--- src/rtl/mcm_pkg.sv ---
// Shared MCM constants and the collector state encoding.
// Imported by the collector and the packer.
package mcm_pkg;

  localparam int MCM_NBYTES  = 144;
  localparam int MCM_TIMEOUT = 4096;

  typedef enum logic [2:0] {
    IDLE = 3'd0,
    REQ  = 3'd1,
    RECV = 3'd2,
    PAD  = 3'd3,
    DONE = 3'd4
  } mcmState_t;

endpackage

--- src/rtl/sync_rise.sv ---
// 3-FF synchroniser with a one-cycle edge detector.
// Ports: clk, reset (async low), iLevel async in, oPulse edge out.
module sync_rise #(
  parameter bit RISE = 1'b1
) (
  input  logic clk,
  input  logic reset,
  input  logic iLevel,
  output logic oPulse
);

  logic [2:0] sync;

  always_ff @(posedge clk or negedge reset) begin
    if (!reset) sync <= 3'b000;
    else        sync <= {sync[1:0], iLevel};
  end

  assign oPulse = RISE ? (sync[1] & ~sync[2])
                       : (~sync[1] & sync[2]);

endmodule

--- src/rtl/mcm_collect.sv ---
// Collects one MCM frame into the MCM RAM, zero-padding on timeout.
// Ports: clk, reset, iStart, iByte/iByteValid -> oReq, oWr*, oDone, oErr.
module mcm_collect
  import mcm_pkg::*;
#(
  parameter int NBYTES  = MCM_NBYTES,
  parameter int TIMEOUT = MCM_TIMEOUT
) (
  input  logic       clk,
  input  logic       reset,
  input  logic       iStart,
  input  logic [7:0] iByte,
  input  logic       iByteValid,
  output logic       oReq,
  output logic [7:0] oWrAddr,
  output logic [7:0] oWrData,
  output logic       oWren,
  output logic       oDone,
  output logic       oErr
);

  localparam int TW = $clog2(TIMEOUT);

  mcmState_t   state;
  mcmState_t   stateNext;
  logic [7:0]  cnt;
  logic [TW-1:0] timer;
  logic        startRise;
  logic        lastAddr;
  logic        timeUp;

  sync_rise #(.RISE(1'b1)) uSync (
    .clk    (clk),
    .reset  (reset),
    .iLevel (iStart),
    .oPulse (startRise)
  );

  assign lastAddr = (cnt == 8'(NBYTES - 1));
  assign timeUp   = (timer == TW'(TIMEOUT - 1));

  always_ff @(posedge clk or negedge reset) begin
    if (!reset) state <= IDLE;
    else        state <= stateNext;
  end

  always_comb begin
    stateNext = state;
    unique case (state)
      IDLE, DONE: if (startRise) stateNext = REQ;
      REQ:        stateNext = RECV;
      RECV: begin
        if (iByteValid) begin
          if (lastAddr) stateNext = DONE;
        end else if (timeUp) begin
          stateNext = PAD;
        end
      end
      PAD:        if (lastAddr) stateNext = DONE;
      default:    stateNext = IDLE;
    endcase
  end

  // A byte on the timeout cycle wins: the
  // timeout branch is only taken without one.
  always_ff @(posedge clk or negedge reset) begin
    if (!reset) begin
      oReq    <= 1'b0;
      oWrAddr <= 8'd0;
      oWrData <= 8'd0;
      oWren   <= 1'b0;
      oDone   <= 1'b0;
      oErr    <= 1'b0;
      cnt     <= 8'd0;
      timer   <= '0;
    end else begin
      oReq  <= (state == REQ);
      oWren <= 1'b0;
      oDone <= (state == DONE) && !startRise;
      unique case (state)
        IDLE, DONE: begin
          if (startRise) begin
            oErr  <= 1'b0;
            cnt   <= 8'd0;
            timer <= '0;
          end
        end
        RECV: begin
          if (iByteValid) begin
            oWren   <= 1'b1;
            oWrAddr <= cnt;
            oWrData <= iByte;
            cnt     <= cnt + 8'd1;
            timer   <= '0;
          end else if (timeUp) begin
            oErr <= 1'b1;
          end else begin
            timer <= timer + 1'b1;
          end
        end
        PAD: begin
          oWren   <= 1'b1;
          oWrAddr <= cnt;
          oWrData <= 8'h00;
          cnt     <= cnt + 8'd1;
        end
        default: ;
      endcase
    end
  end

endmodule

--- config.mk ---
export PLATFORM = sky130hd
export DESIGN_NAME = mcm_collect
export DESIGN_NICKNAME = d
export VERILOG_FILES = /design/src/rtl/mcm_pkg.sv /design/src/rtl/sync_rise.sv /design/src/rtl/mcm_collect.sv
export SDC_FILE = /design/constraint.sdc
export NUM_CORES = 1
export LEC_CHECK = 0
export BUFFER_PORTS_ARGS = -buffer_cell sky130_fd_sc_hd__buf_2
export CORE_ASPECT_RATIO = 0.75
export CORE_MARGIN = 2
export CORE_UTILIZATION = 31
export CTS_BUF_LIST = sky130_fd_sc_hd__clkbuf_4
export CTS_CLUSTER_DIAMETER = 200
export DETAILED_ROUTE_END_ITERATION = 16
export GPL_TIMING_DRIVEN = 0
export SKIP_LAST_GASP = 1
export SLEW_MARGIN = 20
export SYNTH_ARGS = -nofsm -noshare
export SYNTH_HDL_FRONTEND = slang
export SYNTH_SLANG_ARGS = --single-unit
--- constraint.sdc ---
create_clock -name clk -period 2.85 [get_ports clk]
set_clock_uncertainty 0.1 [all_clocks]
set_input_delay 0.285 -clock clk [delete_from_list [all_inputs] [get_ports clk]]
set_output_delay 0.285 -clock clk [all_outputs]
set_load 0.05 [all_outputs]
==> results of run 1 <==
==> per-stage QoR <==
step	worst slack, ns	hold WS, ns
finish	0.878	0.0379
floorplan	1.10	-0.111
global route	0.719	0.0186
detailed placement	0.908	0.240
global placement	0.900	0.242
CTS	0.890	0.0214
==> cells in the mapped netlist, drive strengths merged <==
library cell,count
dfrtp,46
nand2,35
nor2,15
a22o,11
nand3,9
inv,8
nor3,6
buf,5
nand4,5
o21ai,5
xnor2,5
a21oi,4
and3,4
nor4,4
and2,3
and4,3
clkbuf,3
nor4b,3
o211ai,3
o221ai,3
a211oi,2
a2bb2oi,2
a31oi,2
ha,2
nand2b,2
o21a,2
or2,2
xor2,2
a211o,1
a21boi,1
a221o,1
a41oi,1
mux2i,1
nor2b,1
o2bb2ai,1
o31a,1
or3,1
or4b,1
==> worst max-delay path by stage <==
stage	end	cells past startpoint	slack (ns)	from
floorplan	timer[7]	5	1.10	state[0]
global placement	timer[2]	4	0.90	state[1]
detailed placement	timer[2]	4	0.91	state[1]
CTS	timer[2]	7	0.89	state[0]
global route	timer[2]	7	0.72	state[0]
finish	timer[2]	7	0.88	state[0]
==> placed cells by master, fill, tap and decap left out, drive strengths merged, types with 6 or more instances in the layout <==
cell | Yosys | routed
dfrtp | 46 | 46
buf | 5 | 36
nand2 | 35 | 35
nor2 | 15 | 15
a22o | 11 | 11
nand3 | 9 | 9
clkbuf | 3 | 9
inv | 8 | 8
nor3 | 6 | 6
==> state kept, by name, indices dropped and copies added (netlist names) <==
register,flops
cnt,8
oDone,1
oErr,1
oReq,1
oWrAddr,8
oWrData,8
oWren,1
state,3
timer,12
uSync.sync,3
==> area by class of cell <==
type / count / area, sq um
Clock buffer: 6 / 45.0
Timing Repair Buffer: 33 / 178
Multi-Input combinational cell: 144 / 911
Clock inverter: 2 / 8.76
Tap cell: 84 / 105
Fill cell: 705 / 4260
Inverter: 8 / 30.0
Buffer: 8 / 47.5
Sequential cell: 46 / 1150
==> what timing repair did <==
| action | in CTS | in global routing |
|---|---|---|
| buffers inserted | 0 | 0 |
| setup endpoints to repair | 0 | 0 |
| endpoints found under the hold margin | 1 | 46 |
| hold buffers | 1 | 1 |
==> power by group <==
part	total (W)	internal [W]	switching (W)
combinational	0.00128	0.000381	0.000895
clock	0.000308	0.000103	0.000206
sequential	0.00100	0.000857	0.000147
==> cell families (layout without fill, tap and decap cells) <==
group | after synthesis | after routing
DFF | 46 | 46
adders and majority gates | 2 | 2
xor gates and xnor gates | 7 | 7
and+or+nand+nor | 94 | 94
AOI/OAI and AO/OA | 40 | 40
muxes | 1 | 1
buffers and inverters | 16 | 57
==> worst max-delay path, cell delays in order, from the launching register on <==
cell,delay [ns]
dfrtp_1,0.40
buf_6,0.14
or2_2,0.28
clkbuf_1,0.15
nor2_1,0.27
buf_4,0.24
nand2_1,0.13
o221ai_1,0.19
==> routing by layer <==
metal / vias up / share of wire, % / routed length [microns] / track usage (%)
li1: 821 / - / - / -
met1: 819 / 53 / 2360 / 18.9
met2: 38 / 41 / 1830 / 18.4
met3: 6 / 4.4 / 196 / 3.23
met4: 0 / 1.7 / 75 / 4.52
met5: - / 0 / 0 / 0
==> run_results.csv, run 1 <==
group,metric,value,unit
cells_and_area,nets,260,
sta,max_slew_margin,58.5,%
routing,routed_wl,4460,microns
routing,drt_iter0_markers,112,
cells_and_area,antenna_cells,0,
place,placed_cells,321,
routing,ant_nets,0,
place,placed_area,2400,sq um
routing,viasPerCell,5.09,
setup_path,worst_setup_path_end_kind,"flip-flop",
clock_tree,cts_buffers,5,
global_route,grt_pass1_vias,1638,
synthesis,yosys.area_share.xor_xnor,2.87,%
setup_path,startpoint_type,"flip-flop",
place,port_buffers,31,
sta,fin_tns_setup,0,ns
flow_run,max_cap_viol_count,0,
power_and_ir_drop,p_per_area,1050,nW/um^2
sta,slew_viol_final,0,
cells_and_area,drive_gt1_share,21.1,%
clock_tree,cts_root_buf,"clkbuf_4",
sta,worst_pin_slew,0.619,ns
global_route,grt_pass1_wl,7850,microns
synthesis,synthAdderAreaFrac,1.17,%
setup_path,cp_max_fo,10,
sta,final-hold-violation-count,0,
cells_and_area,fin_util,36.8,%
min_path,min_to,"oWrData[0]",
power_and_ir_drop,power.static_leakage,1.18,nW
synthesis,synth_cell_type_count,47,
setup_path,rrSetupSlack,0.88,ns
routing,drc_errors,0,
synthesis,mappedNetlistArea,2140,sq um
outcome,status,"finished, final reports clean",
power_and_ir_drop,ir_drop,0.365,mV
clock_tree,cts_tree,"done",
sta,fmax,0.507,GHz
clock_tree,h-tree-depth,2,
die,pin_count,32,
global_route,overflow,0,
cells_and_area,final-instance-count-excl-fill,331,
power_and_ir_drop,p_total,0.00259,W
synthesis,ys_seq_area_share,53.8,%
cells_and_area,final_area,2480,sq um
sta,timing.final.crit_period,1.97,ns
synthesis,synth_compound_area_share,14.7,%
synthesis,ys_ff_latch,46,
global_route,grt.total_usage,12.9,%
synthesis,synthCells,206,
die,die_area,7590,sq um
setup_path,r2r_cells,7,
sta,setup-violations-final,0,
setup_path,reg2reg_to,"timer[2]",
die,core-area,6730,sq um
synthesis,synth-simple-area-share,23.3,%
setup_path,reg2reg_from,"state[0]",
die,std_cell_rows,26,
synthesis,synth_top_area_share,53.8,%
clock_tree,clk-insertion-delay-late,0.35,ns
synthesis,synth_top_family_by_area,"simple AND/OR/NAND/NOR gates",
min_path,hold_path_class,"primary input to flip-flop",
place,dp_hpwl,3130,microns
min_path,min_path_cells,2,
setup_path,crit_arrival,2.15,ns
cells_and_area,syn2layout_area_growth,15.7,%
die,die_w,99.9,microns
global_route,grt_max_degree,47,
routing,routedWlPerCell,13.5,microns
sta,timing.final.crit_share,69.2,%
clock_tree,cts.clk_slew.worst_paths,0.13,ns
place,gp_congestion,0.831,
clock_tree,cts_max_path_buffers,2,
setup_path,required,3.02,ns
die,initial_utilization,31.8,%
synthesis,syn_area_per_cell,10.4,sq um
die,die_y,75.9,microns
clock_tree,clock-sinks,46,
routing,dr.pass1.iters,4,
sta,grt_setup_unrepaired,"false",
synthesis,syn_nets,220,
routing,num_vias,1684,
global_route,antenna_found_initial,0,
synthesis,synth_top_cells_by_area,"dfrtp_1 (54%), nand2_1 (6.1%), a22o_1 (4.5%), nor2_1 (2.6%), nand3_1 (2.1%)",
synthesis,synth_mux_area_share,0.468,%
min_path,hp-start,"iByte[0]",
setup_path,critical_path_class,"flip-flop to flip-flop",
clock_tree,cts-resized-gates,0,
synthesis,synth.largest_area_cell,"dfrtp_1",
synthesis,yosys_warnings,0,
Power figures use the tool's default switching activity.
==> run 2: changes to the inputs <==
--- a/config.mk
+++ b/config.mk
@@ -5,6 +5,7 @@
 export SDC_FILE = /design/constraint.sdc
 export NUM_CORES = 1
 export LEC_CHECK = 0
+export ABC_AREA = 1
 export BUFFER_PORTS_ARGS = -buffer_cell sky130_fd_sc_hd__buf_2
 export CORE_ASPECT_RATIO = 0.75
 export CORE_MARGIN = 2
==> constraint.sdc (replaced) <==
create_clock -name clk -period 1.8 [get_ports clk]
set_clock_uncertainty 0.1 [all_clocks]
set_input_delay 0.18 -clock clk [delete_from_list [all_inputs] [get_ports clk]]
set_output_delay 0.18 -clock clk [all_outputs]
set_load 0.05 [all_outputs]
==> run 2 against run 1 <==
Effect of this change: sequential power grew 49%; register-to-register slack lost 0.71 ns; critical path depth grew 3; via count grew 11%; clock-buffer cell count grew 1; non-clock buffer count grew 6; routed wire length grew 6.8%; total power grew 36%; first-iteration DRC count shrank 20%; final cell count grew 26%; sequential share of layout area shrank 3.8 points; flip-flop and latch count is the same; critical endpoint is now timer[10]; highest routed layer unchanged.
==> run_results.csv, run 2 <==
group,metric,value,unit
setup_path,cp.depth,10,
global_route,grt_max_degree,47,
place,gp_congestion,0.865,
global_route,grt_pass1_vias,1702,
setup_path,critPathMostFrequentCell,"nand2_1",
routing,routed_wl,4770,microns
min_path,hp-start,"iByte[2]",
clock_tree,cts_max_path_buffers,2,
place,dp_hpwl,3400,microns
setup_path,critical-path-slowest-cell,"dfrtp_1",
routing,dr.pass1.iters,4,
setup_path,reg2reg_to,"timer[10]",
clock_tree,cts_root_buf,"clkbuf_4",
power_and_ir_drop,p_per_area,1310,nW/um^2
die,pin_count,32,
synthesis,synth.top_cells.by_count,"nand2_1 (84), dfrtp_1 (46), inv_1 (34)",
min_path,hold_path_class,"primary input to flip-flop",
routing,drc_errors,0,
setup_path,reg2reg_from,"timer[1]",
routing,num_vias,1864,
min_path,min_path_cells,2,
die,die_w,102,microns
routing,routedWlPerCell,11.4,microns
cells_and_area,drive_gt1_share,18.2,%
setup_path,cp_max_fo,10,
power_and_ir_drop,intPower,0.00190,W
setup_path,crit_family,"simple AND/OR/NAND/NOR gates",
sta,timing.final.crit_period,1.63,ns
cells_and_area,fin_util,39.1,%
cells_and_area,final_cell_mix,"nand2_1 (84), dfrtp_1 (46), inv_1 (34), buf_2 (32), nor2_1 (24)",
outcome,status,"finished, final reports clean",
setup_path,crit_arrival,1.82,ns
synthesis,synth_most_common_cell,"nand2_1",
setup_path,required,1.99,ns
die,initial_utilization,32.5,%
power_and_ir_drop,p_total,0.00353,W
synthesis,async_flop_share,100,%
cells_and_area,largest_register_ffs,12,
place,dp_slack,-0.0321,ns
setup_path,rrSetupSlack,0.17,ns
routing,wl_met3,319,microns
sta,fin_ws,0.165,ns
die,die_y,77.6,microns
power_and_ir_drop,ir_drop,0.407,mV
sta,fin_tns_setup,0,ns
power_and_ir_drop,p_seq_share,42.2,%
cells_and_area,syn2layout_area_growth,20.3,%
sta,worst_pin_slew,0.589,ns
power_and_ir_drop,clock_power_share,13.9,%
place,port_buffers,31,
routing,ant_nets,0,
setup_path,startpoint,"timer[1]",
synthesis,synth_edf_count,0,
setup_path,r2r_cells,10,
routing,top_layer_used,"met4",
cells_and_area,layout_commonest_cell,"nand2_1",
cells_and_area,fillCellCount,719,
global_route,overflow,0,
synthesis,synth_top_cells_by_area,"dfrtp_1 (51%), nand2_1 (14%), inv_1 (5.7%), nor2_1 (4.0%), nand4_1 (3.6%)",
place,placed_cells,399,
cells_and_area,antenna_cells,0,
global_route,grt.total_usage,12.6,%
synthesis,ys_seq_area_share,51.4,%
clock_tree,cts_tree,"done",
cells_and_area,final-instance-count-excl-fill,417,
global_route,antenna_found_initial,0,
synthesis,synth.largest_area_cell,"dfrtp_1",
cells_and_area,nets,333,
setup_path,worst_setup_path_end_kind,"flip-flop",
synthesis,mappedNetlistArea,2240,sq um
routing,met1_length,2590,microns
setup_path,path_cells,"ha_4, nand2_1, nor2_4, nand2_1, nor2_1, nand3_1, nand2_2, buf_6, nand2_1, nand2_1",
synthesis,syn_area_per_cell,8.29,sq um
sta,setup-violations-final,0,
die,std_cell_rows,26,
setup_path,path_buf_inv,1,
clock_tree,clock-sinks,46,
synthesis,yosys_warnings,0,
sta,final-hold-violation-count,0,
setup_path,critical_path_class,"flip-flop to flip-flop",
setup_path,startpoint_type,"flip-flop",
sta,max_slew_margin,60.8,%
sta,slew_viol_final,0,
global_route,grt_pass1_wl,8020,microns
die,core-area,6900,sq um
flow_run,max_cap_viol_count,0,
power_and_ir_drop,p_sw_share,46.2,%
routing,met2_length,1820,microns
synthesis,syn_nets,284,
clock_tree,clk-insertion-delay-late,0.35,ns
cells_and_area,regMostFlops,"timer",
power_and_ir_drop,power.static_leakage,1.38,nW
sta,timing.final.crit_share,90.8,%
synthesis,synth_top_area_share,51.4,%
sta,fmax,0.612,GHz
clock_tree,cts.clk_slew.worst_paths,0.14,ns
min_path,min_to,"oWrData[2]",
clock_tree,h-tree-depth,2,
power_and_ir_drop,p_sw,0.00163,W
synthesis,synthCells,270,
synthesis,ys_ff_latch,46,
clock_tree,cts_buffers,5,
setup_path,cpPeakStageDelay,0.43,ns
power_and_ir_drop,combPwrFrac,43.9,%
routing,drt_iter0_markers,90,
synthesis,dominantRegCellSynth,"dfrtp_1",
routing,viasPerCell,4.47,
die,die_area,7930,sq um
synthesis,synth_cell_type_count,26,
==> run 2: changes by cell type in the layout (fill, tap and decap cells not counted), sizes merged, moves of 4 or more <==
cell,before,now
and3,4,0
xnor2,5,1
nor4,4,0
a32o,0,8
nand2,35,88
nand4,5,13
a22o,11,0
inv,8,37
dlygate4sd3,2,9
o21ai,5,11
nor2,15,29
==> run 2: worst max path at each step <==
stage                     end  slack [ns]
floorplan            timer[7]        0.23
global placement     timer[9]       -0.01
detailed placement  timer[10]       -0.03
CTS                 timer[10]        0.06
global route         timer[3]      -0.006
finish              timer[10]        0.17
==> run 2: area by class of cell <==
cell class	count	area (sq um)	area share (%)
inverter	37	139	5.15
clock buffer	7	52.6	1.95
multi-input combinational	182	938	34.8
timing repair buffer	42	263	9.75
sequential	46	1150	42.7
buffer	5	28.8	1.07
tap	98	123	4.55
==> run 2: through the flow <==
stage,cell area [sq um],hold slack (ns)
2_1_floorplan,2240,-0.216
3_3_place_gp,2520,0.195
3_5_place_dp,2520,0.189
4_1_cts,2670,0.00242
5_1_grt,2700,0.0112
6_report,2700,0.00595
==> run 2: layer usage <==
layer / global-route usage (%) / up-vias
met5: 0 / -
met4: 3.60 / 0
met3: 3.15 / 2
met2: 17.4 / 56
met1: 19.4 / 844
li1: - / 962
==> run 2: cells by family after synthesis <==
family | count (synthesis) | share of synthesized area [%]
DFF | 46 | 51.4
buffers and inverters | 42 | 7.49
AOI/OAI and AO/OA | 27 | 8.49
and+or+nand+nor | 148 | 29.6
xor gates and xnor gates | 5 | 1.96
adders and majority gates | 2 | 1.12
==> run 2: power by group through the flow <==
stage / sequential [W] / clock, W / combinational (W)
2_1_floorplan: 0.00197 / 0 / 0.000660
3_3_place_gp: 0.00150 / 0 / 0.00149
3_5_place_dp: 0.00151 / 0 / 0.00151
4_1_cts: 0.00148 / 0.000510 / 0.00155
5_1_grt: 0.00152 / 0.000542 / 0.00172
6_report: 0.00149 / 0.000490 / 0.00155
==> run 2: repair_timing <==
action                                 CTS  global route
gates resized for setup                  1             2
hold buffers                             9             0
setup endpoints to repair               10            10
pin swaps                                0             1
setup buffers                            1             1
endpoints found under the hold margin   54             0
==> run 2: worst register-to-register path, stage by stage (launching register included) <==
cell and delay (ns):
dfrtp_1 0.43, ha_4 0.18, nand2_1 0.09, nor2_4 0.13, nand2_1 0.09, nor2_1 0.10, nand3_1 0.09, nand2_2 0.10
buf_6 0.14, nand2_1 0.05, nand2_1 0.05
==> run 3: changes to the inputs <==
--- a/config.mk
+++ b/config.mk
@@ -5,7 +5,7 @@
 export SDC_FILE = /design/constraint.sdc
 export NUM_CORES = 1
 export LEC_CHECK = 0
-export ABC_AREA = 1
+export ABC_AREA = 0
 export BUFFER_PORTS_ARGS = -buffer_cell sky130_fd_sc_hd__buf_2
 export CORE_ASPECT_RATIO = 0.75
 export CORE_MARGIN = 2
==> run 3 against run 2 <==
Effect of this change: the flow now finishes with violations (negative setup slack); first-iteration DRC count up 40%; cell area grew 2.7%; register-to-register slack got worse by 0.19 ns; worst hold slack improved by 0.15 ns; clock power increased by 2%; flip-flop and latch count did not move; maximum frequency shrank 10%; largest cell class unchanged.
==> run_results.csv, run 3 (synthesized netlist as in run 1, its figures left out) <==
group,metric,value,unit
setup_path,critical-path-slowest-cell,"or4b_4",
routing,drt_iter0_markers,126,
sta,max_slew_margin,61.3,%
sta,setup-violations-final,6,
clock_tree,cts_buffers,5,
setup_path,reg2reg_from,"state[2]",
outcome,status,"finished with violations",
sta,slew_viol_final,0,
power_and_ir_drop,power.static_leakage,1.33,nW
cells_and_area,multi_input_area,965,sq um
power_and_ir_drop,p_sw,0.00206,W
global_route,grt_pass1_wl,8220,microns
cells_and_area,fillCellCount,670,
min_path,hp-start,"iByteValid",
routing,viasPerCell,5.08,
clock_tree,cts.clk_slew.worst_paths,0.14,ns
cells_and_area,drive_gt1_share,29.2,%
routing,routed_wl,4920,microns
clock_tree,cts_root_buf,"clkbuf_4",
sta,timing.final.crit_period,1.82,ns
die,die_w,99.9,microns
place,port_buffers,31,
cells_and_area,syn2layout_area_growth,29.4,%
cells_and_area,seq_area,1150,sq um
sta,final-hold-violation-count,0,
setup_path,worst_setup_path_end_kind,"flip-flop",
die,pin_count,32,
power_and_ir_drop,p_sw_share,47.0,%
cells_and_area,regMostFlops,"timer",
setup_path,cpPeakStageDelay,0.57,ns
setup_path,critical_path_class,"flip-flop to flip-flop",
cells_and_area,layout_commonest_cell,"dfrtp_1",
die,die_y,75.9,microns
sta,fmax,0.548,GHz
setup_path,required,1.98,ns
sta,worst_pin_slew,0.581,ns
routing,ant_nets,0,
clock_tree,cts_max_path_buffers,2,
setup_path,path_cells,"or4b_4, nor3_4, buf_12, a2bb2oi_4, a31oi_1",
die,die_area,7590,sq um
sta,timing.hold.ws,0.155,ns
setup_path,cp_max_fo,8,
cells_and_area,final_cell_mix,"dfrtp_1 (43), nand2_1 (34), buf_2 (30), buf_4 (19), nor2_1 (13)",
clock_tree,clock-sinks,46,
min_path,min_path_cells,4,
global_route,grt.total_usage,13.5,%
setup_path,crit_arrival,2.00,ns
global_route,grt_pass1_vias,1710,
routing,drc_errors,0,
clock_tree,h-tree-depth,2,
global_route,overflow,0,
place,placed_area,2400,sq um
sta,grt_setup_unrepaired,"true",
cells_and_area,antenna_cells,0,
routing,dr.pass1.iters,4,
power_and_ir_drop,clock_power_share,11.4,%
place,gp_congestion,0.831,
power_and_ir_drop,intPower,0.00232,W
global_route,grt_max_degree,47,
die,std_cell_rows,26,
place,dp_hpwl,3130,microns
cells_and_area,nets,284,
cells_and_area,final_area,2770,sq um
clock_tree,clk-insertion-delay-late,0.36,ns
setup_path,startpoint_type,"flip-flop",
power_and_ir_drop,p_per_area,1580,nW/um^2
die,core-area,6730,sq um
routing,routedWlPerCell,13.9,microns
routing,num_vias,1804,
power_and_ir_drop,combPwrFrac,52.2,%
power_and_ir_drop,p_total,0.00438,W
setup_path,r2r_cells,5,
setup_path,startpoint,"state[2]",
outcome,violations,"negative setup slack",
power_and_ir_drop,p_seq_share,36.4,%
clock_tree,cts_tree,"done",
power_and_ir_drop,ir_drop,0.604,mV
flow_run,max_cap_viol_count,0,
sta,fin_ws,-0.0249,ns
cells_and_area,largest_register_ffs,12,
die,initial_utilization,31.8,%
sta,timing.final.crit_share,101,%
global_route,antenna_found_initial,0,
min_path,hold_path_class,"primary input to flip-flop",
==> run 3: cell count changes in the layout (fill, tap and decap cells not counted), sizes merged, moves of 6 or more <==
cell   delta
a32o      -8
a22o     +11
nand2    -53
inv      -29
buf      +17
o21ai     -6
nor2     -14
nand4     -8
==> run 3: layout make-up <==
class,count,share of cell area [%]
sequential,46,41.7
tap,84,3.80
clock inverter,2,0.316
timing repair buffer,60,15.1
multi-input combinational,144,34.9
inverter,8,1.08
buffer,5,1.54
clock buffer,6,1.63
==> run 3: worst paths after layout <==
kind / slack (ns) / endpoint
max reg2reg: -0.02 / timer[6]
max: -0.02 / timer[6]
min in group asynchronous: 0.24 / timer[0]
min: 0.16 / state[1]
min reg2reg: 0.27 / uSync.sync[1]
max in group asynchronous: 0.94 / state[2]
==> run 3: what timing repair did <==
action,4_1_cts,5_1_grt
buffers inserted,10,9
resized for setup,8,10
hold buffers,10,0
hold endpoints to repair,55,0
setup endpoints to repair,24,33
pin swaps,7,3
==> run 3: through the flow <==
stage          worst slack [ns]  cells  utilization, %  setup TNS [ns]
6_report                -0.0249    355            41.1         -0.0965
5_1_grt                 -0.0998    355            41.1          -0.863
4_1_cts                 -0.0287    349            39.7         -0.0555
3_5_place_dp             -0.142    321            35.6           -1.84
3_3_place_gp             -0.150    321            35.6           -1.67
2_1_floorplan            0.0478    206               -               0
==> run 3: critical path, delay by kind of cell (launching register included) <==
| kind | cells | cell delay [ns] |
|---|---|---|
| AO/OA/AOI/OAI | 2 | 0.29 |
| flip-flops | 1 | 0.46 |
| AND/OR/NAND/NOR | 2 | 0.74 |
| buffers and inverters | 1 | 0.15 |
==> run 3: power by group through the flow <==
stage	clock, W	combinational [W]	sequential, W
2_1_floorplan	0	0.000949	0.00219
5_1_grt	0.000544	0.00251	0.00165
3_5_place_dp	0	0.00204	0.00160
3_3_place_gp	0	0.00200	0.00160
6_report	0.000498	0.00229	0.00160
4_1_cts	0.000514	0.00220	0.00158
==> run 3: layer usage <==
metal / GRT usage, % / part of all wire, %
met4: 4.52 / 1.2
met2: 19.5 / 44
met1: 19.8 / 50
met5: 0 / 0
met3: 3.23 / 4.4
